### config.mk
export PLATFORM = sky130hd
export DESIGN_NAME = l2_access_arbiter
export DESIGN_NICKNAME = d
export VERILOG_FILES = /design/src/rtl/l2_arb_pkg.sv /design/src/rtl/rr_arb2.sv /design/src/rtl/l2_access_arbiter.sv
export SDC_FILE = /design/constraint.sdc
export NUM_CORES = 1
export LEC_CHECK = 0
export CORE_ASPECT_RATIO = 1.2
export CORE_MARGIN = 2
export CORE_UTILIZATION = 31
export CTS_CLUSTER_SIZE = 40
export DETAILED_ROUTE_END_ITERATION = 10
export DONT_BUFFER_PORTS = 1
export HOLD_SLACK_MARGIN = 0.15
export MAX_ROUTING_LAYER = met4
export PLACE_DENSITY = 0.55
export SLEW_MARGIN = 30
export SYNTH_ARGS = -nofsm -noshare
export SYNTH_HDL_FRONTEND = slang
export SYNTH_SLANG_ARGS = --single-unit
### constraint.sdc
create_clock -name clk -period 2.31 [get_ports clk]
set_input_delay 0.3465 -clock clk [delete_from_list [all_inputs] [get_ports clk]]
set_output_delay 0.3465 -clock clk [all_outputs]
set_load 0.01 [all_outputs]
### src/rtl/l2_arb_pkg.sv
// Shared definitions for the two-port L2 access arbiter.
package l2_arb_pkg;

  typedef enum logic [1:0] {
    IDLE  = 2'd0,
    ISSUE = 2'd1,
    WAIT  = 2'd2
  } state_t;

  localparam logic PORT_I = 1'b0;
  localparam logic PORT_D = 1'b1;

  localparam int TIMEOUT_DEFAULT = 15;

endpackage

### src/rtl/rr_arb2.sv
// Two-requester round-robin selector: the port that did not win last time wins a tie.
module rr_arb2
  import l2_arb_pkg::*;
(
  input  logic       req0,
  input  logic       req1,
  input  logic       last_grant,
  output logic [1:0] grant
);

  // one-hot grant from the two requests and the previous winner
  always_comb begin
    grant = 2'b00;
    if (req0 && (!req1 || (last_grant == PORT_D))) begin
      grant = 2'b01;
    end else if (req1) begin
      grant = 2'b10;
    end else begin
      grant = 2'b00;
    end
  end

endmodule

### src/rtl/l2_access_arbiter.sv
// Shares one L2 cache port between the L1 instruction and data sides, one access
// in flight at a time, with a timeout guard and per-port accepted-request counters.
module l2_access_arbiter
  import l2_arb_pkg::*;
#(
  parameter int ADDR_W  = 32,
  parameter int DATA_W  = 32,
  parameter int TIMEOUT = TIMEOUT_DEFAULT
) (
  input  logic              clk,
  input  logic              reset_n,
  input  logic              req0_valid,
  input  logic              req0_write,
  input  logic [ADDR_W-1:0] req0_addr,
  input  logic [DATA_W-1:0] req0_wdata,
  output logic              req0_ready,
  input  logic              req1_valid,
  input  logic              req1_write,
  input  logic [ADDR_W-1:0] req1_addr,
  input  logic [DATA_W-1:0] req1_wdata,
  output logic              req1_ready,
  output logic              resp_valid,
  output logic              resp_id,
  output logic              resp_hit,
  output logic              resp_err,
  output logic [DATA_W-1:0] resp_rdata,
  output logic              l2_req,
  output logic              l2_write,
  output logic [ADDR_W-1:0] l2_addr,
  output logic [DATA_W-1:0] l2_wdata,
  input  logic [DATA_W-1:0] l2_rdata,
  input  logic              l2_hit,
  input  logic              l2_miss,
  output logic              busy,
  output logic [31:0]       req_count0,
  output logic [31:0]       req_count1
);

  localparam logic [7:0] WAIT_LAST = 8'(TIMEOUT - 1);

  state_t     state;
  state_t     next_state;
  logic       last_grant;
  logic       grant_id;
  logic [7:0] wait_cnt;
  logic [1:0] grant;
  logic       take;
  logic       sel;
  logic       l2_done;
  logic       timed_out;

  rr_arb2 u_rr_arb2 (
    .req0       (req0_valid),
    .req1       (req1_valid),
    .last_grant (last_grant),
    .grant      (grant)
  );

  assign take       = (state == IDLE) && (grant != 2'b00);
  assign sel        = grant[1];
  assign req0_ready = (state == IDLE) && grant[0];
  assign req1_ready = (state == IDLE) && grant[1];
  assign l2_done    = l2_hit || l2_miss;
  assign timed_out  = (wait_cnt == WAIT_LAST);
  assign busy       = (state != IDLE);

  // state register
  always_ff @(posedge clk or negedge reset_n) begin
    if (!reset_n) begin
      state <= IDLE;
    end else begin
      state <= next_state;
    end
  end

  // next-state decode
  always_comb begin
    next_state = state;
    case (state)
      IDLE: begin
        if (take) next_state = ISSUE;
        else      next_state = IDLE;
      end
      ISSUE: next_state = WAIT;
      WAIT: begin
        if (l2_done || timed_out) next_state = IDLE;
        else                      next_state = WAIT;
      end
      default: next_state = IDLE;
    endcase
  end

  // L2 request fields load at the handshake so l2_req rises the cycle after it
  always_ff @(posedge clk or negedge reset_n) begin
    if (!reset_n) begin
      last_grant <= PORT_D;
      grant_id   <= PORT_I;
      wait_cnt   <= 8'd0;
      l2_req     <= 1'b0;
      l2_write   <= 1'b0;
      l2_addr    <= {ADDR_W{1'b0}};
      l2_wdata   <= {DATA_W{1'b0}};
      resp_valid <= 1'b0;
      resp_id    <= 1'b0;
      resp_hit   <= 1'b0;
      resp_err   <= 1'b0;
      resp_rdata <= {DATA_W{1'b0}};
      req_count0 <= 32'd0;
      req_count1 <= 32'd0;
    end else begin
      l2_req     <= 1'b0;
      resp_valid <= 1'b0;
      case (state)
        IDLE: begin
          if (take) begin
            last_grant <= sel;
            grant_id   <= sel;
            l2_req     <= 1'b1;
            l2_write   <= sel ? req1_write : req0_write;
            l2_addr    <= sel ? req1_addr  : req0_addr;
            l2_wdata   <= sel ? req1_wdata : req0_wdata;
            if (sel) req_count1 <= req_count1 + 32'd1;
            else     req_count0 <= req_count0 + 32'd1;
          end
        end
        ISSUE: wait_cnt <= 8'd0;
        WAIT: begin
          // a HIT/MISS arriving on the last allowed cycle still beats the timeout
          if (l2_done) begin
            resp_valid <= 1'b1;
            resp_id    <= grant_id;
            resp_hit   <= l2_hit;
            resp_err   <= 1'b0;
            resp_rdata <= l2_write ? {DATA_W{1'b0}} : l2_rdata;
          end else if (timed_out) begin
            resp_valid <= 1'b1;
            resp_id    <= grant_id;
            resp_hit   <= 1'b0;
            resp_err   <= 1'b1;
            resp_rdata <= {DATA_W{1'b0}};
          end else begin
            wait_cnt <= wait_cnt + 8'd1;
          end
        end
        default: wait_cnt <= 8'd0;
      endcase
    end
  end

endmodule

==> flow_metrics.tcl, run 1 <==
set metrics [dict create \
    hold_class "input pin to async pin" \
    crit_chain "nand2b_1 > nand3_1 > or4_1 > nor3_2 > xor2_1" \
    die_w_um 145 \
    drive_above_1_share_pct 8.27 \
    fmax_ghz 0.461 \
    track_usage_pct 17.8 \
    wl_per_cell_um 19.8 \
    numCtsBuffers 17 \
    core_area_um2 23300 \
    io_buffers 0 \
    synth_common_cells "dfrtp_1 (176), inv_1 (72), a222oi_1 (65), nand2_1 (36), xnor2_1 (36)" \
    synth_top_area_share_pct 59.6 \
    synthArstFlopShare_pct 100 \
    ir_drop_uv 666 \
    violations "hold timing" \
    status "complete, but fails checks" \
    grt_use_met3_pct 5.38 \
    cap_violations 0 \
    cp_slowest_cell "or4_1" \
    grt_pass1_vias 6175 \
    clock_skew_ps 11.7 \
    final_hold_viol_count 177 \
    cp.required_ps 2650 \
    gr-usage-met2_pct 30.6 \
    clock-root-buffer "clkbuf_16" \
    ios 337 \
    grt_max_degree 178 \
    drc 0 \
    avgSynthCellArea_um2 11.9 \
    ys_ff_latch 177 \
    power_density_nw_per_um2 1130 \
    cp-startpoint "last_grant$_DFFE_PN1P_" \
    r2r-start "last_grant$_DFFE_PN1P_" \
    tightest_slew_ps 519 \
    synthesis.nets 793 \
    slew_violations 0 \
    critPathKind "flip-flop to flip-flop" \
    design.die.area_um2 25100 \
    synth.distinct_cells 43 \
    cts_max_path_buffers 2 \
    clkSinkCount 177 \
    hpwlAfterDp_mm 13.9 \
    synth_warnings 0 \
    gr-usage-met1_pct 19.3 \
    synth_edf_count 0 \
    hold_buffers 163 \
    vias 6061 \
    arrival_ps 2510 \
    die_height_um 173 \
    r2r_slack_ps 140 \
    first_pass_iters 10 \
    min_period_ps 2170 \
    synth_top_area_cell "dfrtp_1" \
    viasPerCell 5.43 \
    clk_pin_slew_ps 70 \
    hold_slack_ps -381 \
    reg2reg_depth 5 \
    h-tree-depth 4 \
    grt.busiest_layer "met2" \
    startpoint_type "flip-flop" \
    synthFlopType "dfrtp_1" \
    synth.most_common_cell "dfrtp_1" \
    std_cell_rows 61 \
    tritoncts "done" \
    period_share_pct 93.8 \
    gp_congestion 0.873 \
    max_stage_delay_ps 770 \
    start_util_pct 31.8 \
    routed_wl_mm 22.2 \
    cp_max_fo 7 \
    slew-limit-headroom_pct 65.1 \
    rsz0062_at_grt "no" \
    grt_antenna_before_repair 2 \
    ys_seq_area_share_pct 59.9 \
    ant_nets 0 \
    worstSetupEndpointType "flip-flop" \
    finalSetupViolations 0 \
    final_nets 957 \
    overflow 0 \
    static-leakage-power_nw 4.76 \
    endpoint "req_count0[26]$_DFFE_PN0P_" \
    postSynthCellCount 621 \
    netlist_area_um2 7390 \
    synth_area_leaders "dfrtp_1 (60%), a222oi_1 (8.8%), xnor2_1 (4.3%)" \
    syn_to_final_growth_pct 36.7 \
    insertion_delay_ps 420 \
    r2r_end "req_count0[26]$_DFFE_PN0P_" \
    fin_tns_setup_ps 0 \
    grt_pass1_wl_mm 34.5 \
    drt_first_iter_violations 647 \
]
==> placed cells by master, fill, tap and decap left out, types with 5 or more instances in the layout <==
cell type,n
inv_1,72
a222oi_1,65
a22o_1,32
clkbuf_16,17
inv_8,5
nand4_1,21
xnor2_1,36
nor3_1,7
and3_1,12
buf_4,12
dfrtp_1,176
nor2_1,24
xor2_1,33
dlygate4sd3_1,163
nand3_1,24
nand2_1,36
==> worst min path at each step <==
stage,startpoint,end
2_1_floorplan,reset_n,grant_id$_DFFE_PN0P_
3_3_place_gp,reset_n,l2_addr[12]$_DFFE_PN0P_
3_5_place_dp,reset_n,l2_addr[5]$_DFFE_PN0P_
4_1_cts,reset_n,req_count0[28]$_DFFE_PN0P_
5_1_grt,reset_n,l2_addr[5]$_DFFE_PN0P_
6_report,reset_n,req_count0[6]$_DFFE_PN0P_
==> stage by stage <==
stage / util [%] / power, mW / worst slack (ps) / instances / area [µm²]
after floorplan: - / 7.15 / 270 / 621 / 7390
after global placement: 33.7 / 7.94 / 250 / 918 / 7840
after detailed placement: 33.7 / 8.10 / 175 / 918 / 7840
after CTS: 43.4 / 11.4 / 46.7 / 1113 / 10100
after global routing: 43.4 / 12.1 / 41.8 / 1115 / 10100
final: 43.4 / 11.5 / 143 / 1117 / 10100
==> state kept, by name, summed over array words and instances, names as in the netlist, 2 cells and up <==
register,cells
req_count1,32
wait_cnt,8
state,2
req_count0,32
resp_rdata,32
l2_wdata,32
l2_addr,32
==> per-layer routing <==
layer / up-vias / wire (µm)
li1: 2597 / -
met1: 3032 / 8030
met2: 388 / 11600
met3: 44 / 1900
met4: 0 / 599
met5: - / 0
==> power by group <==
group / total [mW] / switching [mW] / internal (mW)
clock: 3.06 / 1.32 / 1.75
sequential: 5.54 / 1.42 / 4.12
combinational: 2.87 / 1.46 / 1.41
==> cell type report <==
cell class	count	area, µm²
flip-flops and latches	177	4430
diodes	4	10.0
well taps	315	394
clock buffers	17	425
fillers	2059	13200
inverters	73	274
multi-input cells	337	2570
repair buffers	179	1800
clock inverters	15	200
==> worst max-delay path, delay by kind of cell, from the launching register on <==
family,cells,cell delay [ps]
and+or+nand+nor,4,1340
DFF,1,570
xor gates and xnor gates,1,170
==> kinds of logic after synthesis <==
kind of cell,after synthesis,share of synthesized area (%)
AOI/OAI and AO/OA,108,13.7
DFF,177,59.9
xor gates and xnor gates,69,8.17
adders and majority gates,4,0.677
muxes,3,0.457
buffers and inverters,107,5.53
and+or+nand+nor,153,11.6
==> repair_timing <==
item | in CTS | in global routing
endpoints found under the hold margin | 275 | 177
gates resized for setup | 0 | 1
buffers inserted | 0 | 0
setup endpoints to repair | 0 | 1
No activity file was read; power rests on OpenSTA's default activity.
==> run 2: changes to the inputs <==
CORE_ASPECT_RATIO = 0.7   (was 1.2)
clock period = 2 ns   (was 2.31 ns; I/O delays follow)
==> run 2 against run 1 <==
The run still ends with hold timing left. Clock power is 8.2% higher. Clock-buffer cell count is 2 higher. Combinational power is 36% higher. Critical endpoint is now req1_ready.
==> flow_metrics.tcl, run 2 (synthesized netlist as in run 1, its figures left out) <==
set metrics [dict create \
    startpoint_type "flip-flop" \
    vias 6126 \
    period_share_pct 96.2 \
    drive_above_1_share_pct 12.3 \
    gp_congestion 0.879 \
    comb_power_share_pct 29.0 \
    numCtsBuffers 17 \
    min_period_ps 1920 \
    first_pass_iters 8 \
    cp_slowest_cell "dfrtp_1" \
    clockPowerShare_pct 24.7 \
    switchingPower_mw 4.99 \
    overflow 0 \
    die_w_um 189 \
    cp_top_family "flip-flops" \
    critPathBufInv 2 \
    routed_wl_mm 25.2 \
    core_area_um2 23500 \
    slew_violations 0 \
    clk_pin_slew_ps 70 \
    std_cell_rows 47 \
    cp_max_fo 18 \
    hold_slack_ps -435 \
    violations "hold timing" \
    rsz0062_at_grt "no" \
    internal-power_mw 8.45 \
    p_seq_share_pct 46.3 \
    arrival_ps 1620 \
    track_usage_pct 19.9 \
    clkSinkCount 177 \
    final_common_cell "dfrtp_1" \
    hold_buffers 163 \
    cp.required_ps 1700 \
    worstSetupEndpointType "primary output" \
    drc 0 \
    grt_pass1_vias 6363 \
    io_buffers 0 \
    clock_skew_ps 9.57 \
    start_util_pct 31.4 \
    crit_chain "buf_4 > a211oi_2 > and2_4 > buf_12" \
    pre_cts_ws_ps -44.9 \
    viasPerCell 5.33 \
    cts_max_path_buffers 2 \
    clock-root-buffer "clkbuf_16" \
    power_mw 13.4 \
    cap_violations 0 \
    fmax_ghz 0.520 \
    power_density_nw_per_um2 1290 \
    status "complete, but fails checks" \
    design_area_um2 10400 \
    insertion_delay_ps 430 \
    die_height_um 133 \
    final_cell_mix "dfrtp_1 (176), dlygate4sd3_1 (163), inv_1 (72)" \
    syn_to_final_growth_pct 40.8 \
    postLayoutSetupSlackWorst_ps 76.8 \
    final_hold_viol_count 177 \
    grt_max_degree 178 \
    grt_antenna_before_repair 1 \
    max_stage_delay_ps 400 \
    layout.cells.non_filler 1150 \
    finalSetupViolations 0 \
    ios 337 \
    wl_per_cell_um 21.9 \
    drt_first_iter_violations 634 \
    dpl_cell_area_um2 8060 \
    tightest_slew_ps 690 \
    placed_cells 948 \
    ant_nets 0 \
    postLayoutCoreUtil_pct 44.3 \
    hold_class "input pin to async pin" \
    design.die.area_um2 25100 \
    tritoncts "done" \
    slew-limit-headroom_pct 54.0 \
    static-leakage-power_nw 4.94 \
    critPathKind "flip-flop to primary output" \
    final_nets 990 \
    grt_pass1_wl_mm 37.3 \
    hpwlAfterDp_mm 15.6 \
    fin_tns_setup_ps 0 \
    h-tree-depth 4 \
    ir_drop_uv 805 \
    swShare_pct 37.1 \
]
## run 2: cell count changes in the layout (fill, tap and decap cells not counted), sizes merged
| cell | previous run | this run |
|---|---|---|
| buf | 16 | 45 |
| clkbuf | 17 | 20 |
| clkinv | 3 | 6 |
| diode | 4 | 1 |
| inv | 79 | 76 |
| bufbuf | 0 | 2 |
| bufinv | 3 | 1 |
| o21ai | 3 | 4 |
## run 2: power by group through the flow
stage               sequential [mW]  clock (mW)  combinational [mW]
floorplan                      6.00           0                2.26
CTS                            6.20        3.39                3.74
global route                   6.35        3.57                4.24
detailed placement             6.23           0                3.29
global placement               6.23           0                3.08
finish                         6.23        3.31                3.90
## run 2: worst register-to-register path, stage by stage, from the launching register on
cell      delay, ps
dfstp_2         560
nand2b_1        120
nand3_2         150
buf_4           200
nor4_1          310
buf_4           190
nand4_1         110
xnor2_1         150
## run 2: worst paths after layout
| kind | from | endpoint | slack (ps) | depth (start not counted) |
|---|---|---|---|---|
| setup / recovery | state[1]$_DFF_PN0_ | req1_ready | 80 | 4 |
| hold / removal | reset_n | req_count1[13]$_DFFE_PN0P_ | -440 | 0 |
| setup reg to reg | last_grant$_DFFE_PN1P_ | req_count0[25]$_DFFE_PN0P_ | 100 | 7 |
| hold reg to reg | grant_id$_DFFE_PN0P_ | grant_id$_DFFE_PN0P_ | 480 | 1 |
| max in group asynchronous | reset_n | req_count0[10]$_DFFE_PN0P_ | 2120 | 0 |
| min in group clk | l2_miss | resp_err$_DFFE_PN0P_ | 190 | 2 |
## run 2: what timing repair did
action / in CTS / in global routing
endpoints found under the hold margin: 276 / 177
setup buffers: 2 / 0
cloned: 2 / 2
pin swaps: 2 / 2
resized for setup: 5 / 1
setup endpoints to repair: 5 / 8
## run 2: final cells by class
cell class                 count  area [µm²]
clock inverter                13         128
multi-input combinational    338        2600
tap                          318         398
antenna                        1        2.50
fill                        2164       13100
clock buffer                  19         453
sequential                   177        4430
timing repair buffer         211        2120
inverter                      73         277
## run 2: metal layers
| layer | global-route usage (%) | routed length (µm) |
|---|---|---|
| met1 | 23.1 | 9830 |
| met2 | 32.1 | 12300 |
| met3 | 6.90 | 2460 |
| met4 | 7.03 | 573 |
| met5 | - | 0 |
==> run 3: changes to the inputs <==
CORE_MARGIN = 3   (was 2)
==> run 3 against run 2 <==
The run still ends with hold timing left. Critical path depth up 1. Cell count up 0.87%. Flip-flop and latch count unchanged. Highest routed layer unchanged. Largest cell class unchanged. Sequential share of layout area down 0.86 points.
==> flow_metrics.tcl, run 3 (synthesized netlist as in run 1, its figures left out) <==
set metrics [dict create \
    final_cell_mix "dfrtp_1 (176), dlygate4sd3_1 (166), inv_1 (72)" \
    endpoint "req0_ready" \
    reg2reg_depth 7 \
    first_pass_iters 6 \
    insertion_delay_ps 440 \
    tightest_slew_ps 500 \
    h-tree-depth 4 \
    die_height_um 135 \
    clock_skew_ps 11.5 \
    viasPerCell 5.38 \
    ios 337 \
    status "complete, but fails checks" \
    drive_above_1_share_pct 13.7 \
    design_area_um2 10600 \
    hold_slack_ps -445 \
    final_common_cell "dfrtp_1" \
    fin_tns_setup_ps 0 \
    slew_violations 0 \
    clk_pin_slew_ps 80 \
    fmax_ghz 0.516 \
    ant_nets 0 \
    period_share_pct 96.8 \
    routed_wl_mm 26.2 \
    grt_pass1_vias 6594 \
    clock-root-buffer "clkbuf_16" \
    grt_antenna_before_repair 2 \
    std_cell_rows 46 \
    track_usage_pct 20.5 \
    slew-limit-headroom_pct 66.5 \
    core_area_um2 23000 \
    power_density_nw_per_um2 1290 \
    start_util_pct 32.1 \
    power_mw 13.7 \
    worstSetupEndpointType "primary output" \
    gp_congestion 0.801 \
    grt_max_degree 178 \
    startpoint_type "flip-flop" \
    final_hold_viol_count 177 \
    final_nets 1004 \
    arrival_ps 1640 \
    static-leakage-power_nw 5.06 \
    violations "hold timing" \
    drt_first_iter_violations 626 \
    r2r-start "last_grant$_DFFE_PN1P_" \
    die_w_um 191 \
    dpl_cell_area_um2 8100 \
    tritoncts "done" \
    cts_max_path_buffers 2 \
    design.die.area_um2 25800 \
    cp.required_ps 1700 \
    cap_violations 0 \
    clkSinkCount 177 \
    vias 6246 \
    rsz0062_at_grt "yes" \
    r2r_slack_ps 80 \
    numCtsBuffers 17 \
    syn_to_final_growth_pct 43.7 \
    overflow 0 \
    hpwlAfterDp_mm 16.1 \
    hold_buffers 166 \
    cp-startpoint "last_grant$_DFFE_PN1P_" \
    drc 0 \
    finalSetupViolations 0 \
    fill_cells 2029 \
    critPathKind "flip-flop to primary output" \
    cp_max_fo 10 \
    ir_drop_uv 641 \
    hold_class "input pin to async pin" \
    min_period_ps 1940 \
    io_buffers 0 \
    r2r_end "l2_wdata[0]$_DFFE_PN0P_" \
    wl_per_cell_um 22.6 \
    grt_pass1_wl_mm 39.2 \
]
run 3: cell count changes in the layout (fill, tap and decap cells not counted), sizes merged, moves of 3 or more:
cell         change
clkinv           -3
buf              +9
inv              +4
dlygate4sd3      +3
bufbuf           +4
run 3: power by group:
| part | internal [mW] | leakage (nW) | switching (mW) | total [mW] |
|---|---|---|---|---|
| registers | 4.76 | 2.30 | 1.49 | 6.25 |
| clock network | 1.79 | 0.277 | 1.56 | 3.34 |
| logic | 2.09 | 2.48 | 2.05 | 4.14 |
| total | 8.64 | 5.06 | 5.10 | 13.7 |
run 3: worst min-delay path by stage:
stage                                       endpoint  slack (ps)
after global placement    req_count0[26]$_DFFE_PN0P_          10
after global routing       req_count0[5]$_DFFE_PN0P_        -480
after detailed placement  req_count0[28]$_DFFE_PN0P_           9
after floorplan                 grant_id$_DFFE_PN0P_           4
after CTS                  req_count0[8]$_DFFE_PN0P_        -470
final                      req_count0[5]$_DFFE_PN0P_        -440
run 3: final cells by class:
class / count / area [µm²] / area share [%]
Clock inverter: 14 / 143 / 1.34
Clock buffer: 18 / 439 / 4.13
Sequential cell: 177 / 4430 / 41.7
Tap cell: 312 / 390 / 3.67
Timing Repair Buffer: 226 / 2330 / 21.9
Multi-Input combinational cell: 337 / 2600 / 24.5
Antenna cell: 3 / 7.51 / 0.0707
Inverter: 73 / 282 / 2.65
run 3: what timing repair did:
item	4_1_cts	5_1_grt
endpoints found under the hold margin	277	177
endpoints found under the setup margin	6	15
gates resized for setup	7	6
gates cloned	6	0
pin swaps	2	5
setup buffers	1	4
run 3: critical path: stages (launching register included):
cell	delay, ps
dfstp_2	530
nand2b_1	120
nand3_2	150
buf_6	180
inv_8	90
buf_12	140
run 3: metal layers:
metal | routed length (µm) | track usage, %
met5 | 0 | -
met4 | 715 | 7.86
met3 | 2700 | 7.42
met2 | 12800 | 32.6
met1 | 10000 | 24.0
run 3: per-stage QoR:
step                      std cells  setup slack, ps  hold slack (ps)  utilization [%]
after detailed placement        948            -20.0             9.27             35.2
final                          1160             63.2             -445             46.1
after floorplan                 621             25.3             4.41                -
after global routing           1159            -14.6             -479             46.1
after global placement          948             18.0             9.78             35.2
after CTS                      1153             3.03             -468             45.9
